File: src/rtl/btb_update_queue_pkg.sv
// btb_update_queue shared definitions.
// Defaults and the write-filter rule.
package btb_update_queue_pkg;

  localparam int DEPTH_DEF  = 4;
  localparam int ADDR_W_DEF = 32;

  // A resolved branch needs a BTB write when taken and
  // the BTB either missed or supplied the wrong target.
  function automatic logic needs_write(
    input logic taken,
    input logic hit,
    input logic tgt_eq
  );
    return taken && (!hit || !tgt_eq);
  endfunction

endpackage

File: src/rtl/btb_update_queue_if.sv
// btb_update_queue port bundle.
// slave is the queue's view, master the environment's.
interface btb_update_queue_if #(
  parameter int ADDR_W = 32,
  parameter int DEPTH  = 4
);
  localparam int CW = $clog2(DEPTH) + 1;

  logic              resolve_valid_i;
  logic              resolve_ready_o;
  logic [ADDR_W-1:0] resolve_pc_i;
  logic              resolve_taken_i;
  logic [ADDR_W-1:0] resolve_target_i;
  logic              resolve_btb_hit_i;
  logic [ADDR_W-1:0] resolve_pred_target_i;
  logic              update_valid_o;
  logic              update_ready_i;
  logic [ADDR_W-1:0] update_pc_o;
  logic [ADDR_W-1:0] update_branch_target_o;
  logic [CW-1:0]     count_o;

  modport slave (
    input  resolve_valid_i,
    input  resolve_pc_i,
    input  resolve_taken_i,
    input  resolve_target_i,
    input  resolve_btb_hit_i,
    input  resolve_pred_target_i,
    input  update_ready_i,
    output resolve_ready_o,
    output update_valid_o,
    output update_pc_o,
    output update_branch_target_o,
    output count_o
  );

  modport master (
    output resolve_valid_i,
    output resolve_pc_i,
    output resolve_taken_i,
    output resolve_target_i,
    output resolve_btb_hit_i,
    output resolve_pred_target_i,
    output update_ready_i,
    input  resolve_ready_o,
    input  update_valid_o,
    input  update_pc_o,
    input  update_branch_target_o,
    input  count_o
  );

endinterface

File: src/rtl/bpu_fifo_core.sv
// Storage ring for pending BTB updates.
// Exposes per-slot PC match and head select for coalescing.
module bpu_fifo_core #(
  parameter int DEPTH  = 4,
  parameter int ADDR_W = 32,
  localparam int PW    = $clog2(DEPTH),
  localparam int CW    = PW + 1
) (
  input  logic              clk,
  input  logic              rst,
  input  logic              push,
  input  logic [ADDR_W-1:2] push_pc,
  input  logic [ADDR_W-1:2] push_tgt,
  input  logic              pop,
  input  logic [DEPTH-1:0]  coal_vec,
  input  logic [ADDR_W-1:2] coal_tgt,
  input  logic [ADDR_W-1:2] query_pc,
  output logic [DEPTH-1:0]  match_vec,
  output logic [DEPTH-1:0]  head_oh,
  output logic [ADDR_W-1:2] head_pc,
  output logic [ADDR_W-1:2] head_tgt,
  output logic [CW-1:0]     count
);

  typedef struct packed {
    logic [ADDR_W-1:2] pc;
    logic [ADDR_W-1:2] target;
  } entry_t;

  entry_t          mem [DEPTH];
  logic [PW-1:0]   head;
  logic [PW-1:0]   tail;
  logic [CW-1:0]   cnt;
  logic [DEPTH-1:0] valid;

  // Slot is live when its distance from head is below count.
  always_comb begin
    valid     = '0;
    match_vec = '0;
    head_oh   = '0;
    for (int i = 0; i < DEPTH; i++) begin
      valid[i]     = {1'b0, PW'(i) - head} < cnt;
      match_vec[i] = valid[i] && (mem[i].pc == query_pc);
      head_oh[i]   = (PW'(i) == head);
    end
  end

  // Ring state: allocate at tail, retarget in place, drain head.
  always_ff @(posedge clk or posedge rst) begin
    if (rst) begin
      for (int i = 0; i < DEPTH; i++) mem[i] <= '0;
      head <= '0;
      tail <= '0;
      cnt  <= '0;
    end else begin
      if (push) begin
        mem[tail] <= '{pc: push_pc, target: push_tgt};
        tail      <= tail + 1'b1;
      end
      for (int i = 0; i < DEPTH; i++)
        if (coal_vec[i]) mem[i].target <= coal_tgt;
      if (pop) head <= head + 1'b1;
      cnt <= cnt + CW'(push) - CW'(pop);
    end
  end

  assign head_pc  = mem[head].pc;
  assign head_tgt = mem[head].target;
  assign count    = cnt;

endmodule

File: src/rtl/btb_update_queue.sv
// BTB write-side queue: filters resolved branches,
// coalesces same-PC requests and drains one per cycle.
module btb_update_queue
  import btb_update_queue_pkg::*;
#(
  parameter int DEPTH  = DEPTH_DEF,
  parameter int ADDR_W = ADDR_W_DEF,
  localparam int CW    = $clog2(DEPTH) + 1
) (
  input  logic              clk,
  input  logic              rst,
  btb_update_queue_if.slave q
);

  logic              accept;
  logic              tgt_eq;
  logic              req;
  logic              pop;
  logic              push;
  logic              any_match;
  logic              upd_valid;
  logic [DEPTH-1:0]  match_vec;
  logic [DEPTH-1:0]  head_oh;
  logic [DEPTH-1:0]  live_match;
  logic [DEPTH-1:0]  coal_vec;
  logic [ADDR_W-1:2] head_pc;
  logic [ADDR_W-1:2] head_tgt;
  logic [CW-1:0]     cnt;
  logic              unused_bits;

  assign q.resolve_ready_o = (cnt != CW'(DEPTH));
  assign upd_valid         = (cnt != '0);
  assign accept = q.resolve_valid_i && q.resolve_ready_o;
  assign pop    = upd_valid && q.update_ready_i;
  assign tgt_eq = q.resolve_pred_target_i[ADDR_W-1:2]
               == q.resolve_target_i[ADDR_W-1:2];

  // Filter, then coalesce unless the only match is leaving.
  always_comb begin
    req        = accept && needs_write(q.resolve_taken_i,
                                       q.resolve_btb_hit_i,
                                       tgt_eq);
    live_match = match_vec & ~(pop ? head_oh : '0);
    any_match  = |live_match;
    coal_vec   = (req && any_match) ? live_match : '0;
    push       = req && !any_match;
  end

  bpu_fifo_core #(
    .DEPTH  (DEPTH),
    .ADDR_W (ADDR_W)
  ) u_core (
    .clk       (clk),
    .rst       (rst),
    .push      (push),
    .push_pc   (q.resolve_pc_i[ADDR_W-1:2]),
    .push_tgt  (q.resolve_target_i[ADDR_W-1:2]),
    .pop       (pop),
    .coal_vec  (coal_vec),
    .coal_tgt  (q.resolve_target_i[ADDR_W-1:2]),
    .query_pc  (q.resolve_pc_i[ADDR_W-1:2]),
    .match_vec (match_vec),
    .head_oh   (head_oh),
    .head_pc   (head_pc),
    .head_tgt  (head_tgt),
    .count     (cnt)
  );

  assign q.update_valid_o         = upd_valid;
  assign q.update_pc_o            = {head_pc, 2'b00};
  assign q.update_branch_target_o = {head_tgt, 2'b00};
  assign q.count_o                = cnt;

  assign unused_bits = ^{q.resolve_pc_i[1:0],
                         q.resolve_target_i[1:0],
                         q.resolve_pred_target_i[1:0]};

endmodule

File: src/flat_wrapper.sv
// flat-port wrapper written by rule: the top's interface ports become plain ports
module btb_update_queue_flat import btb_update_queue_pkg::*;
#(
  parameter int DEPTH  = DEPTH_DEF,
  parameter int ADDR_W = ADDR_W_DEF,
  localparam int CW    = $clog2(DEPTH) + 1
)
  (clk, rst, q_resolve_valid_i, q_resolve_pc_i, q_resolve_taken_i, q_resolve_target_i, q_resolve_btb_hit_i, q_resolve_pred_target_i, q_update_ready_i, q_resolve_ready_o, q_update_valid_o, q_update_pc_o, q_update_branch_target_o, q_count_o);
  btb_update_queue_if #(.ADDR_W(ADDR_W), .DEPTH(DEPTH)) q_i ();
  input  logic clk;
  input  logic rst;
  input wire logic [$bits(q_i.resolve_valid_i)-1:0] q_resolve_valid_i;
  input wire logic [$bits(q_i.resolve_pc_i)-1:0] q_resolve_pc_i;
  input wire logic [$bits(q_i.resolve_taken_i)-1:0] q_resolve_taken_i;
  input wire logic [$bits(q_i.resolve_target_i)-1:0] q_resolve_target_i;
  input wire logic [$bits(q_i.resolve_btb_hit_i)-1:0] q_resolve_btb_hit_i;
  input wire logic [$bits(q_i.resolve_pred_target_i)-1:0] q_resolve_pred_target_i;
  input wire logic [$bits(q_i.update_ready_i)-1:0] q_update_ready_i;
  output wire logic [$bits(q_i.resolve_ready_o)-1:0] q_resolve_ready_o;
  output wire logic [$bits(q_i.update_valid_o)-1:0] q_update_valid_o;
  output wire logic [$bits(q_i.update_pc_o)-1:0] q_update_pc_o;
  output wire logic [$bits(q_i.update_branch_target_o)-1:0] q_update_branch_target_o;
  output wire logic [$bits(q_i.count_o)-1:0] q_count_o;
  assign q_i.resolve_valid_i = q_resolve_valid_i;
  assign q_i.resolve_pc_i = q_resolve_pc_i;
  assign q_i.resolve_taken_i = q_resolve_taken_i;
  assign q_i.resolve_target_i = q_resolve_target_i;
  assign q_i.resolve_btb_hit_i = q_resolve_btb_hit_i;
  assign q_i.resolve_pred_target_i = q_resolve_pred_target_i;
  assign q_i.update_ready_i = q_update_ready_i;
  assign q_resolve_ready_o = q_i.resolve_ready_o;
  assign q_update_valid_o = q_i.update_valid_o;
  assign q_update_pc_o = q_i.update_pc_o;
  assign q_update_branch_target_o = q_i.update_branch_target_o;
  assign q_count_o = q_i.count_o;
  btb_update_queue #(.DEPTH(DEPTH), .ADDR_W(ADDR_W)) u_core (.clk(clk), .rst(rst), .q(q_i));
endmodule
File: config.mk
export PLATFORM = sky130hd
export DESIGN_NAME = btb_update_queue_flat
export DESIGN_NICKNAME = d
export VERILOG_FILES = /design/src/rtl/btb_update_queue_pkg.sv /design/src/rtl/btb_update_queue_if.sv /design/src/rtl/bpu_fifo_core.sv /design/src/rtl/btb_update_queue.sv /design/src/flat_wrapper.sv
export SDC_FILE = /design/constraint.sdc
export NUM_CORES = 1
export LEC_CHECK = 0
export BUFFER_PORTS_ARGS = -buffer_cell sky130_fd_sc_hd__buf_2
export CAP_MARGIN = 10
export CORE_MARGIN = 3
export CORE_UTILIZATION = 44
export CTS_BUF_LIST = sky130_fd_sc_hd__clkbuf_16
export DETAILED_ROUTE_END_ITERATION = 10
export PLACE_DENSITY = 0.67
export SYNTH_ARGS = -nofsm -noshare
export SYNTH_HDL_FRONTEND = slang
export SYNTH_SLANG_ARGS = --single-unit
File: constraint.sdc
create_clock -name clk -period 7.7 [get_ports clk]
set_clock_uncertainty 0.05 [all_clocks]
set_input_delay 0.77 -clock clk [delete_from_list [all_inputs] [get_ports clk]]
set_output_delay 0.77 -clock clk [all_outputs]
set_load 0.05 [all_outputs]
# Word-level counts from Yosys, hierarchy flattened
# Cells that the tools add are included.
word_totals:
  regBits: 247
  inputBits: 102
  out_inout_bits: 69
classes:
  addsub: 8
  n_lt_le_gt_ge: 7
  eq_ne: 9
  n_mux: 13
  bitwise_logic: 4
  reduce_logical: 22
ops:
  columns: ["operator", "n"]
  rows:
  - ["240-bit bitwise mux", 1]
  - ["210-bit two-way mux", 1]
  - ["60-bit two-way mux", 3]
  - ["30-bit equality test", 5]
  - ["60-bit binary-select mux with 2-bit select", 1]
  - ["60-bit demux with 2-bit select", 1]
  - ["30-bit two-way mux", 4]
  - ["2-bit by 3-bit < comparator with 1-bit output", 4]
  - ["1-bit logical AND", 11]
  - ["4-bit two-way mux", 2]
  - ["2-bit nonzero test", 4]
  - ["3-bit >= comparator (second input constant)", 2]
  - ["2-bit NOT with 3-bit output", 2]
  - ["2-bit by 1-bit adder with 2-bit output (second input constant)", 2]
  - ["4-bit bitwise AND", 1]
  - ["2-bit equality test (first input constant)", 2]
  - ["4-bit NOT", 1]
  - ["4-bit OR reduction", 1]
  - ["1-bit by 2-bit subtractor with 2-bit output (first input constant)", 2]
  - ["2-bit subtractor (first input constant)", 2]
  - ["3-bit by 1-bit adder with 3-bit output", 1]
  - ["1-bit logical NOT", 3]
  - ["3-bit by 1-bit < comparator with 1-bit output (second input constant)", 1]
  - ["3-bit inequality test (second input constant)", 1]
  - ["other kinds (5)", 5]

# Logic depth before layout (Yosys ltp)
depth:
  ltp_word: 10
  mapped_depth: 18

# By module
# A second synthesis with hierarchy kept.
hier_totals:
  cells_unflattened: 1127
  area_unflattened_um2: 13659.4
modules_own_cells:
  columns: ["module", "n_inst", "cells_each", "area_each_um2", "seq_area_each_um2"]
  rows:
  - ["bpu_fifo_core", 1, 1064, 13188.9, 6180.9]
  - ["btb_update_queue", 1, 63, 470.5, 0.0]

# Worst setup path after synthesis
# Ideal clock, no wire load.
synth_path:
  path_kind: "flip-flop to flip-flop"
  startpoint: "register u_core.u_core.head[1]"
  endpoint: "register u_core.u_core.cnt[2], in the netlist u_core.u_core.count[2]"
  arrival_ns: 3.785
  setup_slack_ns: 3.742
  path_stages_with_launch: 19
  n_path_buf: 3
  period_less_slack_ns: 3.958
  cell_sequence: "dfrtp_1 > clkbuf_1 > buf_1 > buf_1 > inv_1 > ha_1 > inv_1 > ha_1 > a21oi_1 > o2111ai_1 > nor4_2 > nor3_1 > nand3_1 > inv_1 > ha_1 > inv_1 > fa_1 > xnor2_1 > xnor2_1"
synth_via:
  elab_chain_cells: 9
synth_rtl:
  columns: ["item", "line", "source"]
  rows:
  - ["from (decl)", "bpu_fifo_core.sv:31", "logic [PW-1:0] head;"]
  - ["from (signal assigned)", "bpu_fifo_core.sv:62", "if (pop) head <= head + 1'b1;"]
  - ["1-bit by 2-bit subtractor with 2-bit output (tied with other cells)", "bpu_fifo_core.sv:42", "valid[i] = {1'b0, PW'(i) - head} < cnt;"]
  - ["2-bit by 3-bit < comparator with 1-bit output or 4-bit two-way mux (tied branches)", "bpu_fifo_core.sv:42, btb_update_queue.sv:43", null]
  - ["1-bit logical AND or 4-bit NOT (tied branches)", "bpu_fifo_core.sv:43, btb_update_queue.sv:43", null]
  - ["4-bit bitwise AND *", "btb_update_queue.sv:43", "live_match = match_vec & ~(pop ? head_oh : '0);"]
  - ["4-bit OR reduction *", "btb_update_queue.sv:44", "any_match = |live_match;"]
  - ["1-bit logical NOT *", "btb_update_queue.sv:46", "push = req && !any_match;"]
  - ["1-bit logical AND *", "btb_update_queue.sv:46", null]
  - ["net u_core.push", "btb_update_queue.sv:19", "logic push;"]
  - ["3-bit by 1-bit adder with 3-bit output *", "bpu_fifo_core.sv:63", "cnt <= cnt + CW'(push) - CW'(pop);"]
  - ["3-bit by 1-bit subtractor with 3-bit output *", "bpu_fifo_core.sv:63", null]
  - ["to (signal assigned)", "bpu_fifo_core.sv:63", null]
  - ["to (decl)", "bpu_fifo_core.sv:33", "logic [CW-1:0] cnt;"]
# The timed path passes the listed nets; every way through them passes the cells marked *.
# A chain may end at the register's enable or synchronous reset.

# Final worst setup path
layout_path:
  startpoint: "register u_core.u_core.head[1]"
  endpoint: "register u_core.u_core.mem[35] (netlist name)"
layout_via:
  elab_chain_cells: 7
layout_rtl:
  columns: ["item", "line", "source"]
  rows:
  - ["1-bit by 2-bit subtractor with 2-bit output (tied with other cells)", "bpu_fifo_core.sv:42", null]
  - ["2-bit by 3-bit < comparator with 1-bit output or 4-bit two-way mux (tied branches)", "bpu_fifo_core.sv:42, btb_update_queue.sv:43", null]
  - ["1-bit logical AND or 4-bit NOT (tied branches)", "bpu_fifo_core.sv:43, btb_update_queue.sv:43", null]
  - ["4-bit bitwise AND *", "btb_update_queue.sv:43", null]
  - ["4-bit OR reduction *", "btb_update_queue.sv:44", null]
  - ["1-bit logical NOT *", "btb_update_queue.sv:46", null]
  - ["1-bit logical AND *", "btb_update_queue.sv:46", null]
  - ["to (signal, indexed assignment)", "bpu_fifo_core.sv:57", "mem[tail] <= '{pc: push_pc, target: push_tgt};"]
  - ["to (decl)", "bpu_fifo_core.sv:30", "entry_t mem [DEPTH];"]
# Every way passes the cells marked *; elsewhere a longest branch is shown, timed or not.

==> results.toml <==
[run]
maxCapViolations = 0

[clock_tree]
cts_made_buffers = 29
cts_max_path_buffers = 3
insertion_delay_ps = 560
cts_setup_buffers = 0
cts_tree = "yes"
clk_pin_slew_ps = 60
cts_resized = 0
cts_sinks = 247
hold_buffers = 0
h-tree-depth = 1
root_buffer = "clkbuf_16"

[routing]
drtAntennaViolNets = 0
drt-initial-drc-count = 552
firstDrtPassIters = 5
drc = 0
viasPerCell = 5.54
via_count = 7982
routed_wl_microns = 31400
routedWlPerCell_microns = 21.8

[sta]
whs_ps = 360
period_share = 0.637
tns_ps = 0
slew_headroom = 0.264
setup_viol = 0
maxSlewViolCount = 0
rsz0062_at_grt = "false"
min_period_ps = 4900
timing.fmax_ghz = 0.204
finalHoldViolCount = 0
worst_slew_pin_slew_ps = 1100

[floorplan]
die_h_microns = 178
io_pins = 171
die_w_microns = 178
coreArea_sq_um = 28900
dieArea_sq_um = 31600
rows = 62
start_util = 0.449

[power_and_ir_drop]
irDropWorstVdd_v = 0.000357
net-switching-power_uw = 3310
power_frac_comb = 0.483
power_frac_clock = 0.184
leakage_uw = 0.00653
swShare = 0.432
seqPwrFrac = 0.333
p_int_uw = 4360
power_density_nw_per_um2 = 512

[synthesis]
synth_edf_count = 0
synthCells = 908
synth_compound_area_frac = 0.00828
synth_top_family_by_area = "multiplexers"
yosys-mux-area-fraction = 0.321
yosysWarnings = 0
synthAdderAreaFrac = 0.0150
avgSynthCellArea_sq_um = 14.3
synth_xor_area_frac = 0.104
ys_async_sr_fraction = 1.00
yosys.area.top_type = "dfrtp_1"
synthSimpleGateAreaFrac = 0.0418
ys.flop_type = "dfrtp_1"
yosysTopAreaCellShare = 0.475
synth_seq_area_share = 0.475
ys_seq_elements = 247
synth.area.top_cells = "dfrtp_1 (48%), mux2_2 (17%), mux4_2 (10%), xor2_1 (7.8%), mux2_4 (3.5%)"
synth.distinct_cells = 41
synth_area_sq_um = 13000

[outcome]
status = "finished, final reports clean"

[setup_path]
critPathCaptureType = "flip-flop"
critPathMaxStageDelay_ps = 1170
cpMostUsedCell = "ha_1"
worstPathMaxFanout = 64
path_buf_inv = 2
crit_type = "reg -> reg"
crit_chain = "inv_1 -> ha_1 -> ha_1 -> a21oi_1 -> o2111ai_1 -> nor4_2 -> nor4b_2 -> and3_1 -> buf_4 -> mux2_2"
start_kind = "flip-flop"
slowest_stage = "dfrtp_4"
arrival_ps = 5280
crit_family = "simple AND/OR/NAND/NOR gates"
cp.required_ps = 8080
worstSetupPathDepth = 10
reg2regPathDepth = 10

[global_route]
antenna_found_initial = 2
grt_util_all_layers = 0.197
grt_max_degree = 132
grt_pass1_vias = 8112
grt_overflow_total = 0
grt_pass1_wl_microns = 47700

[final_layout]
final_cells = 1442
n_fill_cell = 2477
diodes = 0
seqCellArea_sq_um = 6190
multi_input_area_sq_um = 6410
final_nets = 1153
layout-drive-gt1-share = 0.484
area_growth_pct = 15.2
post-route-util = 0.517

[placement]
hpwl_microns = 20900
portBuffers = 160
dp_cells = 1389
gp_congestion = 0.876

[worst_hold_path]
hold_class = "in -> async"
==> final cells by class <==
type | instances | area share
flip-flops and latches | 247 | 0.413
inverters | 12 | 0.00351
multi-input cells | 578 | 0.428
clock inverters | 24 | 0.0170
well taps | 384 | 0.0321
clock buffers | 29 | 0.0485
repair buffers | 168 | 0.0575
==> flip-flops by register name, summed over array words and instances (netlist names) <==
register	flops
u_core.u_core.tail	2
u_core.u_core.mem	240
u_core.u_core.head	2
u_core.u_core.count	3
==> metrics by stage <==
step	setup slack (ps)	area (sq um)	power (uW)
after floorplan	93.4	13000	5430
after global routing	2470	15000	8050
after CTS	2760	15000	7740
after detailed placement	2780	14000	6300
final	2800	15000	7670
after global placement	2840	14000	6240
==> worst register-to-register path: stages (launching register included) <==
cell and delay [ps]:
dfrtp_4 1170, inv_1 270, ha_1 400, ha_1 280
a21oi_1 50, o2111ai_1 280, nor4_2 140, nor4b_2 490
and3_1 850, buf_4 430, mux2_2 380
==> synthesized netlist by cell type, types with 2 or more instances <==
cell	instances
ha_1	14
buf_6	8
inv_1	12
and2_4	2
mux4_2	60
buf_4	4
xor2_1	116
a21oi_1	4
mux2_1	13
nor4_1	37
nor4_2	2
buf_2	36
clkbuf_1	17
o21ai_0	2
buf_1	9
dfrtp_1	247
o21ai_1	2
nor2_1	4
mux2_4	30
nand4_1	13
nand3_1	5
nor4b_1	2
xnor2_1	38
nand2_1	12
and3_1	3
o2111ai_1	2
mux2_2	198
nor3_1	3
==> cell families (layout without fill, tap and decap cells) <==
group / Yosys count / after routing
multiplexers: 301 / 301
AND/OR/NAND/NOR: 89 / 89
AO/OA/AOI/OAI: 15 / 15
adder cells (fa/ha/maj): 15 / 15
XOR/XNOR: 154 / 154
buffers and inverters: 86 / 233
flip-flops: 247 / 247
other: 1 / 4
==> power groups by stage <==
stage,logic [uW],registers [uW],clock network [uW]
2_1_floorplan,3090,2330,0
3_3_place_gp,3700,2540,0
3_5_place_dp,3730,2570,0
4_1_cts,3750,2550,1440
5_1_grt,3910,2650,1490
6_report,3710,2550,1410
==> cell usage in the layout (no fill, tap or decap), types with 3 or more instances in the layout <==
master,synthesis,final
and3_1,3,3
nand3_1,5,5
clkinv_1,0,5
nor2_1,4,4
a21oi_1,4,4
mux2_4,30,30
buf_4,4,8
nor4_1,37,37
mux2_2,198,198
conb_1,1,4
mux4_2,60,60
dfrtp_1,247,245
nand4_1,13,13
buf_2,36,160
nor3_1,3,3
mux2_1,13,13
xor2_1,116,116
clkbuf_16,0,29
inv_1,12,18
bufinv_16,0,5
ha_1,14,14
clkinv_2,0,3
nand2_1,12,12
xnor2_1,38,38
==> final timing paths <==
path	startpoint	to	slack, ps
setup / recovery	u_core.u_core.head[1]	u_core.u_core.mem[35]	2800
hold / removal	rst	u_core.u_core.mem[183]	360
setup reg to reg	u_core.u_core.head[1]	u_core.u_core.mem[35]	2800
hold reg to reg	u_core.u_core.mem[20]	u_core.u_core.mem[20]	440
max in group asynchronous	rst	u_core.u_core.mem[51]	5690
min in group clk	u_core.u_core.mem[20]	u_core.u_core.mem[20]	440
==> routing by layer <==
metal  GRT usage  vias to the layer above  routed length, microns
li1            -                     3543                       -
met1       0.265                     4126                   13500
met2       0.320                      247                   14900
met3      0.0344                       62                    1690
met4      0.0726                        4                    1220
met5           0                        -                      21
Power figures use the tool's default switching activity.
